[src/rtl/misr_pkg.sv]
// misr_pkg: shared types, constants and the MISR update function for the
// signature-analysis stage of the ripple-adder BIST path.
//   state_e    : checker FSM states (IDLE / RUN / CHECK)
//   MISR_W     : signature width, equal to the compactor output width
//   CNT_W      : pattern counter width
//   DEF_POLY   : default feedback taps, x^6+x+1
//   DEF_SEED   : default signature value at reset and at session start
//   misr_next  : one MISR step folding a data word into the signature
package misr_pkg;

    localparam int MISR_W = 6;
    localparam int CNT_W  = 16;

    localparam logic [MISR_W-1:0] DEF_POLY = 6'h03;
    localparam logic [MISR_W-1:0] DEF_SEED = 6'h3F;

    typedef enum logic [1:0] {
        ST_IDLE  = 2'd0,
        ST_RUN   = 2'd1,
        ST_CHECK = 2'd2
    } state_e;

    // Shift left by one; if the bit shifted out was set, XOR in the taps.
    // The incoming word is XORed over the whole register in parallel.
    function automatic logic [MISR_W-1:0] misr_next(
        input logic [MISR_W-1:0] sig,
        input logic [MISR_W-1:0] d,
        input logic [MISR_W-1:0] poly
    );
        logic [MISR_W-1:0] fb;
        fb = sig[MISR_W-1] ? poly : '0;
        return {sig[MISR_W-2:0], 1'b0} ^ fb ^ d;
    endfunction

endpackage

[src/rtl/misr_reg.sv]
// misr_reg: W-bit multiple-input signature register.
//   clk, rst_i  : clock and synchronous active-high reset (loads SEED)
//   load_i      : reload SEED (session start); wins over en_i
//   en_i        : fold d_i into the signature this edge
//   d_i         : parallel data word
//   sig_o       : registered signature
module misr_reg
    import misr_pkg::*;
#(
    parameter int          W    = MISR_W,
    parameter logic [W-1:0] POLY = DEF_POLY,
    parameter logic [W-1:0] SEED = DEF_SEED
) (
    input  logic         clk,
    input  logic         rst_i,
    input  logic         load_i,
    input  logic         en_i,
    input  logic [W-1:0] d_i,
    output logic [W-1:0] sig_o
);

    logic [W-1:0] sig_q;
    logic [W-1:0] sig_d;

    always_comb begin
        sig_d = sig_q;
        if (load_i) begin
            sig_d = SEED;
        end else if (en_i) begin
            sig_d = misr_next(sig_q, d_i, POLY);
        end
    end

    always_ff @(posedge clk) begin
        if (rst_i) begin
            sig_q <= SEED;
        end else begin
            sig_q <= sig_d;
        end
    end

    assign sig_o = sig_q;

endmodule

[config.mk]
export PLATFORM = sky130hd
export DESIGN_NAME = misr_reg
export DESIGN_NICKNAME = d
export VERILOG_FILES = /design/src/rtl/misr_pkg.sv /design/src/rtl/misr_reg.sv
export SDC_FILE = /design/constraint.sdc
export NUM_CORES = 1
export LEC_CHECK = 0
export CORE_AREA = 2 2 39 41
export DETAILED_ROUTE_END_ITERATION = 7
export DIE_AREA = 0 0 41 43
export GPL_ROUTABILITY_DRIVEN = 0
export GPL_TIMING_DRIVEN = 0
export HOLD_SLACK_MARGIN = 0.03
export PLACE_DENSITY_LB_ADDON = 0.3
export SLEW_MARGIN = 10
export SYNTH_ARGS = -nofsm -noshare
export SYNTH_HDL_FRONTEND = slang
export SYNTH_SLANG_ARGS = --single-unit
[constraint.sdc]
create_clock -name clk -period 2.9 [get_ports clk]
set_input_delay 0.725 -clock clk [delete_from_list [all_inputs] [get_ports clk]]
set_output_delay 0.725 -clock clk [all_outputs]
set_load 0.02 [all_outputs]
-- Yosys cells after proc, flatten, opt, wreduce, memory -nomap -nowiden
Index checks and enable logic that the tools add are counted.
- input bits: 10
- output and inout bits: 6
- bits in registers: 6
- bitwise logic cells: 2
- reductions and logical operators: 1
- multiplexer cells: 1
- operators by type and width (kind ; number):
    $xor A6 B2 Y6 ; 1
    $xor A6 B6 Y6 ; 1
    $mux W2 ; 1
    $reduce_or A2 Y1 ; 1

-- Logic depth before layout (Yosys ltp)
- depth after elaboration: 3
- gate-level depth with buffers: 2
- mapped depth without buffers: 2

-- Worst setup path before layout
Ideal clock, no wire load.
- path kind: input -> register
- start point: in load_i
- end point: reg sig_q[0], in the netlist sig_o[0]
- setup time: 0.143 ns
- path slack: 1.656 ns
- cell stages on the path: 2
- data arrival time: 1.101 ns
- required time: 2.757 ns
- path through: nor2_1 o211ai_1
- word-level cells in the longest chain between the ends: 1
- RTL lines (element ; line ; text):
    start: declaration ; misr_reg.sv:16 ; input logic load_i,
    $reduce_or A2 Y1 (no source line) ; - ;
    end signal: assignment ; misr_reg.sv:38 ; sig_q <= sig_d;
    end: declaration ; misr_reg.sv:22 ; logic [W-1:0] sig_q;
No other way between the ends.
A chain may end at the register's enable or synchronous reset.

-- Worst setup path after layout
- start point: reg sig_q[5], in the netlist sig_o[5]
- end point: out sig_o[5]
- RTL lines (element ; line ; text):
    end: declaration ; misr_reg.sv:19 ; output logic [W-1:0] sig_o
No word-level cell between the ends.

==> flow_summary.toml <==
[timing]
post-route-min-period_ns = 1.96
clock_skew_ns = 0.00120
setup_viol = 0
setup_ws_ns = 0.936
relSlewSlack_pct = 71.3
hold_viol = 0
fmax_mhz = 509
worst_pin_slew_ns = 0.429
setup_tns_ns = 0
rsz0062_at_grt = "false"
maxSlewViolCount = 0
period_share_pct = 67.7
hold_ws_ns = 0.519

[placement]
place_area_um2 = 453
place_hpwl_um = 439
dp_slack_ns = 1.10
portBuffers = 15
dp_cells = 57

[cells_and_area]
final_core_util_pct = 34.4
num-nets-final = 56
seqCellArea_um2 = 120
fillers = 159
diodes = 0
area_growth_pct = 68.1
instances_no_fill = 60
final_common_cell = "clkdlybuf4s50_1"
final_area_um2 = 475
drive_gt1_share_pct = 9.09
largest_reg_flops = 6
multiInputGateArea_um2 = 159
layout_common_cells = "15 x clkdlybuf4s50_1, 6 x dfxtp_1, 5 x nand2b_1, 5 x xnor2_1, 5 x o211ai_1"

[floorplanning]
core_um2 = 1380
die_width_um = 41
initial_core_util_pct = 20.4
die_y_um = 43
dieArea_um2 = 1760
ios = 16
core.rowCount = 14

[drt]
ant_nets = 0
drt-total-wl_um = 599
dr.pass1.iters = 4
num_vias = 251
via_per_inst = 4.18
drc = 0
wl_per_cell_um = 9.98
dr.first_iter.drc_count = 8

[cts]
path_clk_slew_ns = 0.05
ctsHoldBuffers = 0
clock_latency_ns = 0.25
cts_num_sinks = 6
post_cts_resized = 0
cts_buffer_depth = 2
post_cts_buffers = 0
numCtsBuffers = 3
cts_root_buf = "clkbuf_4"
cts_max_level = 1
tritoncts = "done"

[power]
clkPwrFrac_pct = 37.0
p_sw_share_pct = 24.6
power_frac_comb_pct = 21.0
power.density_nw_per_um2 = 452
p_int_mw = 0.162
power_mw = 0.215
p_switching_mw = 0.0529
seqPwrFrac_pct = 42.1
power_leakage_nw = 0.192
peakVddDrop_mv = 0.256

[worst_setup_path]
arrival_ns = 1.24
cp.required_ns = 2.17
worstSetupPathType = "reg2out"
critPathLaunchType = "register"
critPathMaxStageDelay_ns = 0.62
crit_fanout = 4
r2r_slack_ns = 1.90
cp-end-kind = "output port"
cp_top_family = "buffers and inverters"
critical_path.slowest_cell = "clkdlybuf4s50_1"
crit_buf_inv = 1
path_cells = "clkdlybuf4s50_1"

[synthesis]
netlist_area_um2 = 283
yosysTopAreaCell = "dfxtp_1"
synth_nets = 36
ys_seq_elements = 6
ys_warn_count = 0
synth-seq-area-share_pct = 42.5
synthTopCellsByArea = "dfxtp_1 42%, xnor2_1 15%, o211ai_1 13%"
yosys.area.top_type_share_pct = 42.5
synth_cells = 26
ys_types = 9
syn_avg_cell_area_um2 = 10.9

[global_routing]
grt_pass1_wl_um = 1030
grt_use_total_pct = 9.46
overflow = 0
antenna_found_initial = 0
grt_max_degree = 8
grt_pass1_vias = 251

[outcome]
status = "completed"

[job]
maxCapViolCount = 0

[worst_hold_path]
hp-class = "reg2reg"
==> routing by layer <==
layer	up-vias	share of wire [%]	track usage, %
met1	112	43	11.3
met5	-	0	0
li1	127	-	-
met2	12	45	10.9
met3	0	11	9.42
met4	0	0	4.00
==> cell families after synthesis <==
logic type,count (synthesis),share of synthesized area [%]
buf+inv,1,1.33
flops,6,42.5
simple gates,7,15.0
xor+xnor,6,23.5
compound gates,6,17.7
==> worst paths after layout <==
kind / from / endpoint / cells after the start
setup / recovery: sig_o[5] / sig_o[5] / 1
setup reg to reg: sig_o[5] / sig_o[1] / 2
hold reg to reg: sig_o[1] / sig_o[1] / 2
hold / removal: sig_o[1] / sig_o[1] / 2
==> final cells by class <==
type	instances	share of cell area, %
inverters	1	0.789
clock buffers	3	4.74
flip-flops and latches	6	25.3
well taps	16	4.21
repair buffers	15	31.6
multi-input cells	19	33.4
==> Yosys cell counts <==
library cell / instances
xnor3_1: 1
dfxtp_1: 6
inv_1: 1
o211ai_1: 5
xnor2_1: 5
nor2_1: 1
nand2b_1: 5
or2b_1: 1
o211ai_2: 1
==> power by group through the flow <==
stage               Combinational [mW]  Sequential (mW)  Clock, mW
floorplan                       0.0174           0.0964          0
global placement                0.0452           0.0920          0
detailed placement              0.0451           0.0921          0
CTS                             0.0454           0.0905     0.0843
global route                    0.0491           0.0908     0.0882
finish                          0.0450           0.0903     0.0794
No activity file was read; power rests on OpenSTA's default activity.
